File: config.mk
export PLATFORM = sky130hd
export DESIGN_NAME = hs_npu_mem_arbiter_flat
export DESIGN_NICKNAME = d
export VERILOG_FILES = /design/src/rtl/hs_npu_mem_arbiter_if.sv /design/src/rtl/hs_npu_mem_arbiter.sv /design/src/flat_wrapper.sv
export SDC_FILE = /design/constraint.sdc
export NUM_CORES = 1
export LEC_CHECK = 0
export CORE_AREA = 2 2 205 207
export DETAILED_ROUTE_END_ITERATION = 16
export DIE_AREA = 0 0 207 209
export HOLD_SLACK_MARGIN = 0.02
export PLACE_DENSITY = 0.51
export SLEW_MARGIN = 10
export SYNTH_ARGS = -nofsm -noshare
export SYNTH_HDL_FRONTEND = slang
export SYNTH_SLANG_ARGS = --single-unit
export TNS_END_PERCENT = 10
File: constraint.sdc
create_clock -name clk -period 10.7 [get_ports clk]
set_input_delay 2.14 -clock clk [delete_from_list [all_inputs] [get_ports clk]]
set_output_delay 2.14 -clock clk [all_outputs]
set_load 0.02 [all_outputs]
File: src/rtl/hs_npu_mem_arbiter_if.sv
// hs_npu_mem_arbiter_if: requester-side and memory-port signals of the NPU memory arbiter
interface hs_npu_mem_arbiter_if #(
  parameter int N_REQ = 3,
  parameter int WORDS = 2
);
  logic [N_REQ-1:0]                  req_valid_i;
  logic [N_REQ-1:0]                  req_write_i;
  logic [N_REQ-1:0][31:0]            req_addr_i;
  logic [N_REQ-1:0][WORDS-1:0][31:0] req_wdata_i;
  logic [N_REQ-1:0]                  req_ready_o;
  logic [N_REQ-1:0]                  rsp_valid_o;
  logic [WORDS-1:0][31:0]            rsp_rdata_o;
  logic                              rsp_err_o;
  logic                              mem_read_ready_o;
  logic                              mem_write_valid_o;
  logic                              mem_invalidate_o;
  logic [31:0]                       request_address_o;
  logic [WORDS-1:0][31:0]            memory_data_in_o;
  logic [WORDS-1:0][31:0]            memory_data_out_i;
  logic                              mem_ready_i;
  logic                              mem_valid_i;
  modport slave (
    input  req_valid_i, req_write_i, req_addr_i, req_wdata_i, memory_data_out_i, mem_ready_i, mem_valid_i,
    output req_ready_o, rsp_valid_o, rsp_rdata_o, rsp_err_o, mem_read_ready_o, mem_write_valid_o,
           mem_invalidate_o, request_address_o, memory_data_in_o
  );
  modport master (
    output req_valid_i, req_write_i, req_addr_i, req_wdata_i, memory_data_out_i, mem_ready_i, mem_valid_i,
    input  req_ready_o, rsp_valid_o, rsp_rdata_o, rsp_err_o, mem_read_ready_o, mem_write_valid_o,
           mem_invalidate_o, request_address_o, memory_data_in_o
  );
endinterface

File: src/rtl/hs_npu_mem_arbiter.sv
// hs_npu_mem_arbiter: round-robin arbiter/sequencer for hs_npu_memory_interface; HS_NPU_ARB_TIMEOUT_EN adds a watchdog abort
module hs_npu_mem_arbiter #(
  parameter int N_REQ   = 3,
  parameter int WORDS   = 2,
  parameter int TIMEOUT = 255
) (
  input logic clk,
  input logic rst,
  hs_npu_mem_arbiter_if.slave bus
);
  localparam int IW = $clog2(N_REQ);
  localparam int SW = IW + 1;
  typedef enum logic [2:0] {IDLE, ISSUE, WAIT_RD, WAIT_WR, ABORT} state_t;
  state_t                 state_q, state_d;
  logic [IW-1:0]          ptr_q, idx_q, win;
  logic [31:0]            addr_q;
  logic                   write_q, rd_done_q, grant, capture, timeout;
  logic [WORDS-1:0][31:0] wdata_q, rdata_q;
  logic [2*N_REQ-1:0]     dbl;
  logic [SW-1:0]          off, sum;
  assign grant   = state_q == IDLE && |bus.req_valid_i && bus.mem_ready_i && !rst;
  assign capture = state_q == WAIT_RD && !rd_done_q && bus.mem_valid_i;
  assign bus.rsp_rdata_o       = rdata_q;
  assign bus.request_address_o = addr_q;
  assign bus.memory_data_in_o  = wdata_q;
`ifdef HS_NPU_ARB_TIMEOUT_EN
  localparam int CW = $clog2(TIMEOUT + 1) > 8 ? $clog2(TIMEOUT + 1) : 8;
  logic [CW-1:0] cnt_q;
  assign timeout = cnt_q + 1'b1 == CW'(TIMEOUT);
  // watchdog: cleared on grant, counts every cycle a transaction is outstanding
  always_ff @(posedge clk) begin
    if (rst || grant || !(state_q == ISSUE || state_q == WAIT_RD || state_q == WAIT_WR)) cnt_q <= '0;
    else cnt_q <= cnt_q + 1'b1;
  end
`else
  logic unused_timeout;
  assign unused_timeout = ^TIMEOUT;
  assign timeout = 1'b0;
`endif
  // round-robin winner: first pending requester at or above ptr, wrapping
  always_comb begin
    dbl = {bus.req_valid_i, bus.req_valid_i} >> ptr_q;
    off = '0;
    for (int i = N_REQ - 1; i >= 0; i--) off = dbl[i] ? SW'(i) : off;
    sum = {1'b0, ptr_q} + off;
    win = sum >= SW'(N_REQ) ? IW'(sum - SW'(N_REQ)) : IW'(sum);
  end
  // transaction FSM next state and handshake outputs, all quiet during reset
  always_comb begin
    state_d               = state_q;
    bus.req_ready_o       = '0;
    bus.rsp_valid_o       = '0;
    bus.rsp_err_o         = 1'b0;
    bus.mem_read_ready_o  = 1'b0;
    bus.mem_write_valid_o = 1'b0;
    bus.mem_invalidate_o  = 1'b0;
    if (!rst) begin
      case (state_q)
        IDLE: begin
          bus.req_ready_o = grant ? N_REQ'(1) << win : '0;
          state_d         = grant ? ISSUE : IDLE;
        end
        ISSUE: begin
          bus.mem_read_ready_o  = !write_q;
          bus.mem_write_valid_o = write_q;
          state_d = !bus.mem_ready_i ? (write_q ? WAIT_WR : WAIT_RD) : timeout ? ABORT : ISSUE;
        end
        WAIT_RD: begin
          bus.mem_read_ready_o = 1'b1;
          bus.rsp_valid_o      = rd_done_q ? N_REQ'(1) << idx_q : '0;
          state_d              = rd_done_q ? IDLE : timeout ? ABORT : WAIT_RD;
        end
        WAIT_WR: begin
          bus.rsp_valid_o = bus.mem_ready_i ? N_REQ'(1) << idx_q : '0;
          state_d         = bus.mem_ready_i ? IDLE : timeout ? ABORT : WAIT_WR;
        end
`ifdef HS_NPU_ARB_TIMEOUT_EN
        ABORT: begin
          bus.mem_invalidate_o = 1'b1;
          bus.rsp_valid_o      = N_REQ'(1) << idx_q;
          bus.rsp_err_o        = 1'b1;
          state_d              = IDLE;
        end
`endif
        default: state_d = IDLE;
      endcase
    end
  end
  // state, pointer, request latch and read-data capture
  always_ff @(posedge clk) begin
    if (rst) begin
      state_q   <= IDLE;
      ptr_q     <= '0;
      idx_q     <= '0;
      addr_q    <= '0;
      write_q   <= 1'b0;
      wdata_q   <= '0;
      rdata_q   <= '0;
      rd_done_q <= 1'b0;
    end else begin
      state_q   <= state_d;
      rd_done_q <= capture;
      if (capture) rdata_q <= bus.memory_data_out_i;
      if (grant) begin
        ptr_q   <= win == IW'(N_REQ - 1) ? '0 : win + 1'b1;
        idx_q   <= win;
        addr_q  <= bus.req_addr_i[win];
        write_q <= bus.req_write_i[win];
        wdata_q <= bus.req_wdata_i[win];
      end
    end
  end
endmodule

File: src/flat_wrapper.sv
// flat-port wrapper written by rule: the top's interface ports become plain ports
module hs_npu_mem_arbiter_flat 
#(
  parameter int N_REQ   = 3,
  parameter int WORDS   = 2,
  parameter int TIMEOUT = 255
)
  (clk, rst, bus_req_valid_i, bus_req_write_i, bus_req_addr_i, bus_req_wdata_i, bus_memory_data_out_i, bus_mem_ready_i, bus_mem_valid_i, bus_req_ready_o, bus_rsp_valid_o, bus_rsp_rdata_o, bus_rsp_err_o, bus_mem_read_ready_o, bus_mem_write_valid_o, bus_mem_invalidate_o, bus_request_address_o, bus_memory_data_in_o);
  hs_npu_mem_arbiter_if #(.N_REQ(N_REQ), .WORDS(WORDS)) bus_i ();
  input logic clk;
  input logic rst;
  input wire logic [$bits(bus_i.req_valid_i)-1:0] bus_req_valid_i;
  input wire logic [$bits(bus_i.req_write_i)-1:0] bus_req_write_i;
  input wire logic [$bits(bus_i.req_addr_i)-1:0] bus_req_addr_i;
  input wire logic [$bits(bus_i.req_wdata_i)-1:0] bus_req_wdata_i;
  input wire logic [$bits(bus_i.memory_data_out_i)-1:0] bus_memory_data_out_i;
  input wire logic [$bits(bus_i.mem_ready_i)-1:0] bus_mem_ready_i;
  input wire logic [$bits(bus_i.mem_valid_i)-1:0] bus_mem_valid_i;
  output wire logic [$bits(bus_i.req_ready_o)-1:0] bus_req_ready_o;
  output wire logic [$bits(bus_i.rsp_valid_o)-1:0] bus_rsp_valid_o;
  output wire logic [$bits(bus_i.rsp_rdata_o)-1:0] bus_rsp_rdata_o;
  output wire logic [$bits(bus_i.rsp_err_o)-1:0] bus_rsp_err_o;
  output wire logic [$bits(bus_i.mem_read_ready_o)-1:0] bus_mem_read_ready_o;
  output wire logic [$bits(bus_i.mem_write_valid_o)-1:0] bus_mem_write_valid_o;
  output wire logic [$bits(bus_i.mem_invalidate_o)-1:0] bus_mem_invalidate_o;
  output wire logic [$bits(bus_i.request_address_o)-1:0] bus_request_address_o;
  output wire logic [$bits(bus_i.memory_data_in_o)-1:0] bus_memory_data_in_o;
  assign bus_i.req_valid_i = bus_req_valid_i;
  assign bus_i.req_write_i = bus_req_write_i;
  assign bus_i.req_addr_i = bus_req_addr_i;
  assign bus_i.req_wdata_i = bus_req_wdata_i;
  assign bus_i.memory_data_out_i = bus_memory_data_out_i;
  assign bus_i.mem_ready_i = bus_mem_ready_i;
  assign bus_i.mem_valid_i = bus_mem_valid_i;
  assign bus_req_ready_o = bus_i.req_ready_o;
  assign bus_rsp_valid_o = bus_i.rsp_valid_o;
  assign bus_rsp_rdata_o = bus_i.rsp_rdata_o;
  assign bus_rsp_err_o = bus_i.rsp_err_o;
  assign bus_mem_read_ready_o = bus_i.mem_read_ready_o;
  assign bus_mem_write_valid_o = bus_i.mem_write_valid_o;
  assign bus_mem_invalidate_o = bus_i.mem_invalidate_o;
  assign bus_request_address_o = bus_i.request_address_o;
  assign bus_memory_data_in_o = bus_i.memory_data_in_o;
  hs_npu_mem_arbiter #(.N_REQ(N_REQ), .WORDS(WORDS), .TIMEOUT(TIMEOUT)) u_core (.clk(clk), .rst(rst), .bus(bus_i));
endmodule
==> metrics, run 1 <==
final instance area approximately 14000 sq um; Die X between 200 and 250 microns; final WL approximately 36000 microns; drc violations 0; core footprint 41290 sq um; setup TNS 0 ps; hpwl dp roughly 26000 microns; fmax 0.1200 GHz; post-CTS setup buffers 0; WS Path Type in2out; met3 wire length 2939 microns; number of CTS-inserted buffers 17; Final Cycle Share between 70% and 80%; row count between 70 and 80; Worst Hold Endpoint u_core.bus.rsp_rdata_o[15]; Yosys cell types 44; initial antenna violation count 6; clock slew at reported path FFs 60 ps; TritonCTS clock tree yes; DP Area approximately 13000 sq um; remaining global-route overflow 0; number of clock sinks 168; max-slew violation count 0; final setup fails 0; CP Data Required Time between 8000 and 9000 ps; routed wire length per instance 19.41 microns; slew margin rel. between 30% and 40%; clk_lat worst skew 450 ps; met2 wire length 17610 microns; Crit path buffers/inverters 6; Worst-Margin Slew roughly 1000 ps; Synth Register Bits between 150 and 200; largest area contributor in the netlist dfxtp_1; CP Cell Sequence clkdlybuf4s50_1 > inv_1 > nor3_1 > a31oi_1 > o21ai_0 > ha_1 > inv_1 > fa_1 > inv_1 > ha_1 > nor2b_1 > o21a_4 > nand3_1 > inv_1 > clkdlybuf4s50_1; first-pass GRT wire length between 50000 and 60000 microns; top cells by area, synth dfxtp_1 45%, mux2i_1 13%, a32oi_1 11%, nand2_1 6.8%, a21oi_1 4.7%; Nets 1657; Tmin final around 8300 ps; H-tree depth 4; vias in the first global route between 8000 and 9000; worst r2r src u_core.ptr_q[0]; Max IR drop VDD just over 0.0001 V; Max Cap Viol 0; largest net degree at the start of global routing between 80 and 90; dpl ws about 2300 ps; P_leak 5.075 nW; synth warn 0; slowest stage cell on the critical path o21a_4; PostCTS Resize Cnt 0; post-synthesis async set-or-reset flop share 0%; top-count cell post-synth dfxtp_1; via count roughly 8100; status completed; min-delay src u_core.bus.rsp_rdata_o[15]; Worst Hold Class reg2reg; share of cells above drive strength 1 roughly 4.2%; RR Endpoint u_core.bus.memory_data_in_o[61]; max layer used met4; Setup crit end kind output pin; clock root buffer clkbuf_16; Register Area between 3000 and 4000 sq um; Initial Util between 15 and 20%; RSZ-0062 raised after global routing no; area of the multi-input gates approximately 3600 sq um; worst-case reg-to-reg path depth 13; Max Clock Skew between 10 and 15 ps; cell family with the largest share of critical-path delay buffers and inverters; gp weighted congestion about 0.86; Top FF cell, synth dfxtp_1; Syn Inst Count a little over 800; hold path depth 2; r2r setup slk ~5700 ps; First-pass DRT Iterations 4; Synth top area share a little under half; IO Count around 530; critical path's largest stage delay around 690 ps; Clock Tree Buf Depth 2; CTS Hold Bufs 0; most frequent cell on the critical path inv_1; antenna-violating nets left 0; die height around 210 microns; Area Overhead vs Synth 85.74%; count of final hold-check violations 0; gr usage total approximately 16%; Final WS setup approximately 2400 ps; crit path max fanout 43; PwrDens about 160 nW/um^2; Avg Inst Size Synth 9.186 sq um; Avg Vias per Cell around 4.4; DRT iter0 DRCs between 500 and 600; sequential area share after synthesis 45.48%; Fin Hold WS between 400 and 500 ps; Fill cells 4335; CP Launch Type input pin; critical path arrival between 6000 and 7000 ps; number of synthesized flops with an enable pin 0; top post-synthesis cells by count 168 x dfxtp_1, 134 x nand2_1, 97 x mux2i_1; M1 wire length between 10000 and 15000 microns; port bufs 529; synthesized area between 7000 and 8000 sq um; fin util approximately a third; die area roughly 43000 sq um
cell families (layout without fill, tap and decap cells):
family          count (synthesis)  in the layout  share of synthesized area (%)
simple gates                  167            167                          9.712
compound gates                276            276                          24.11
buf+inv                        88            583                          6.024
fa+ha+maj                       7              7                          1.286
other cells                     1              8                        0.05071
mux                            98             98                          13.33
flops                         168            168                          45.48
power breakdown:
group | switching (mW) | total [mW] | internal (mW) | leakage (nW)
registers | 0.0394 | 0.736 | 0.696 | 1.37
logic | 0.373 | 0.725 | 0.352 | 3.40
clock network | 0.282 | 0.677 | 0.395 | 0.304
area by class of cell:
cell class,count,share of cell area (%)
repair buffers,539,39.06
diodes,6,0.1093
well taps,539,4.910
clock inverters,9,1.002
inverters,12,0.3280
clock buffers,23,3.553
flip-flops and latches,168,24.49
multi-input cells,550,26.55
worst min-delay path, stage by stage (launching register included):
cell     delay (ps)
dfxtp_1         310
nand2_1          50
a21oi_1          50
how the worst max path moves through the flow:
stage / startpoint / end / slack, ps / cells past startpoint
final: bus_req_valid_i[0] / bus_req_ready_o[0] / 2370 / 15
after global routing: bus_req_valid_i[0] / bus_req_ready_o[0] / 1970 / 15
after CTS: bus_req_valid_i[0] / bus_req_ready_o[0] / 2300 / 15
after detailed placement: bus_req_valid_i[0] / bus_req_ready_o[0] / 2320 / 15
after global placement: bus_req_valid_i[0] / bus_req_ready_o[0] / 2380 / 15
after floorplan: bus_req_valid_i[0] / bus_req_ready_o[2] / 3880 / 14
metrics by stage:
step | instances | power [mW]
detailed placement | 1808 | 1.483
global placement | 1808 | 1.481
CTS | 1840 | 2.177
global route | 1846 | 2.241
finish | 1846 | 2.137
floorplan | 806 | 1.100
metal layers:
layer,global-route usage [%],vias up
li1,-,3933
met1,18.01,3800
met2,27.20,363
met3,6.282,38
met4,6.182,0
met5,0,-
placed cells by master, fill, tap and decap left out, types with 3 or more instances in the layout:
cell	instances
nor3_1	3
a21oi_1	69
nor2_1	3
nor3b_1	6
o21ai_0	36
bufinv_16	3
clkbuf_16	17
clkdlybuf4s50_1	528
diode_2	6
o21ai_1	63
nand3_1	3
a32oi_1	95
mux2i_1	97
dfxtp_1	168
inv_1	12
ha_1	6
buf_4	10
nand2_1	134
clkbuf_8	4
sequential cells by signal (all words and copies together), names as in the netlist:
signal,cells
u_core.write_q,1
u_core.bus.memory_data_in_o,64
u_core.rd_done_q,1
u_core.state_q,2
u_core.idx_q,2
u_core.bus.request_address_o,32
u_core.bus.rsp_rdata_o,64
u_core.ptr_q,2
(Power assumes the default switching activity.)
==> run 2, diff against run 1 <==
Clock period 10.7 ns to 7.7 ns, I/O delays scaled along.
==> run 2 against run 1 <==
Effect of this change: global-route usage hardly changed; combinational power is 39% higher; critical endpoint is now bus_req_ready_o[2]; register-to-register slack worse by 2800 ps; critical path type unchanged.
==> metrics, run 2 (synthesis gave the netlist of run 1 again) <==
fmax between 0.1 and 0.15 GHz; remaining global-route overflow 0; CP Launch Type input pin; Worst Hold Class reg2reg; Clock Tree Buf Depth 2; slew margin rel. 30.31%; Max IR drop VDD approximately 0.00013 V; initial antenna violation count 5; commonest non-fill, non-tap cell in the layout clkdlybuf4s50_1; WS Path Type in2out; core footprint 41290 sq um; RSZ-0062 raised after global routing no; clk_lat worst skew roughly 440 ps; met3 wire length ~2700 microns; first-pass GRT wire length around 52000 microns; gp weighted congestion roughly 0.82; P_leak between 5 and 6 nW; antenna-violating nets left 0; setup TNS 0 ps; Nets ~1700; post-CTS setup buffers 0; Initial Util approximately 18%; status completed; clock slew at reported path FFs 70 ps; Avg Vias per Cell ~4.4; most frequent cell on the critical path inv_1; critical path's largest stage delay 680 ps; Die X slightly above 200 microns; final setup fails 0; routed wire length per instance 19.53 microns; final WL approximately 36000 microns; count of final hold-check violations 0; Max Cap Viol 0; clock root buffer clkbuf_16; First-pass DRT Iterations 4; Fin Hold WS roughly 450 ps; largest net degree at the start of global routing 83; Tmin final a little under 7000 ps; drc violations 0; number of CTS-inserted buffers 17; share of cells above drive strength 1 4.371%; CP Data Required Time 6160 ps; highest-count cells in the layout ignoring fill and taps 528 x clkdlybuf4s50_1, 168 x dfxtp_1, 134 x nand2_1; die height roughly 210 microns; M1 wire length roughly 15000 microns; gr usage total between 15 and 20%; met2 wire length between 15000 and 20000 microns; Worst-Margin Slew 1045 ps; die area approximately 43000 sq um; hpwl dp approximately 26000 microns; row count 75; PostCTS Resize Cnt 0; CTS Hold Bufs 0; Final Cycle Share around 88%; max layer used met4; slowest stage cell on the critical path clkdlybuf4s50_1; critical path arrival 5210 ps; PwrDens around 210 nW/um^2; port bufs approximately 530; IO Count about 530; crit path max fanout 5; Area Overhead vs Synth 85.45%; Setup crit end kind output pin; DRT iter0 DRCs 460; number of clock sinks about 170; H-tree depth 4; TritonCTS clock tree yes; via count 8136; CP Cell Sequence clkdlybuf4s50_1 > inv_1 > nor3_1 > a31oi_1 > o21ai_0 > ha_1 > inv_1 > fa_1 > inv_1 > ha_1 > nor3b_1 > o21a_4 > and2_1 > clkdlybuf4s50_1; Fill cells about 4300; Max Clock Skew 11.15 ps; max-slew violation count 0; vias in the first global route between 8000 and 9000
run 2: changes by cell type in the layout (fill, tap and decap cells not counted), sizes merged:
cell and delta:
bufinv -1, buf +3, clkinvlp +1, clkbuf -2
clkinv +2
run 2: layout make-up:
type                            instances  area (sq um)  area share (%)
Sequential cell                       168          3363           24.53
Antenna cell                            6         15.01          0.1095
Clock buffer                           21         460.4           3.358
Multi-Input combinational cell        550          3646           26.59
Clock inverter                         11         121.4          0.8850
Tap cell                              539         674.4           4.918
Timing Repair Buffer                  542          5388           39.29
Inverter                               12         45.04          0.3285
run 2: path summary, 6_finish.rpt:
path                                                 start                         endpoint  slack [ps]  cells past startpoint
worst max register to register             u_core.ptr_q[0]  u_core.bus.memory_data_in_o[63]        2850                     15
worst min register to register  u_core.bus.rsp_rdata_o[40]       u_core.bus.rsp_rdata_o[40]         450                      2
worst max-delay path                    bus_req_valid_i[0]               bus_req_ready_o[2]         950                     14
worst min-delay path            u_core.bus.rsp_rdata_o[40]       u_core.bus.rsp_rdata_o[40]         450                      2
run 2: through the flow:
stage | util [%] | instance area (sq um) | power, mW | instances | setup slack, ps
after floorplan | - | 7398 | 1.529 | 806 | 2083
after global placement | 31.77 | 13120 | 2.058 | 1811 | 1079
after detailed placement | 31.77 | 13120 | 2.063 | 1811 | 943.0
after CTS | 33.18 | 13700 | 2.990 | 1843 | 931.9
after global routing | 33.21 | 13710 | 3.068 | 1848 | 810.6
final | 33.21 | 13710 | 2.930 | 1849 | 952.7
run 2: report_power, final:
| part | switching [mW] | leakage, nW | internal [mW] |
|---|---|---|---|
| Clock | 0.401 | 0.284 | 0.496 |
| Sequential | 0.0557 | 1.37 | 0.968 |
| Combinational | 0.517 | 3.41 | 0.493 |
run 2: critical path: cells and delay by family:
family | cells | cell delay [ps]
compound gates | 3 | 470
fa+ha+maj | 3 | 960
buf+inv | 5 | 1440
simple gates | 3 | 790
run 2: layer usage:
| layer | up-vias | global-route usage [%] |
|---|---|---|
| li1 | 3942 | - |
| met1 | 3803 | 18.42 |
| met2 | 360 | 27.36 |
| met3 | 31 | 5.155 |
| met4 | 0 | 6.576 |
| met5 | - | 0 |
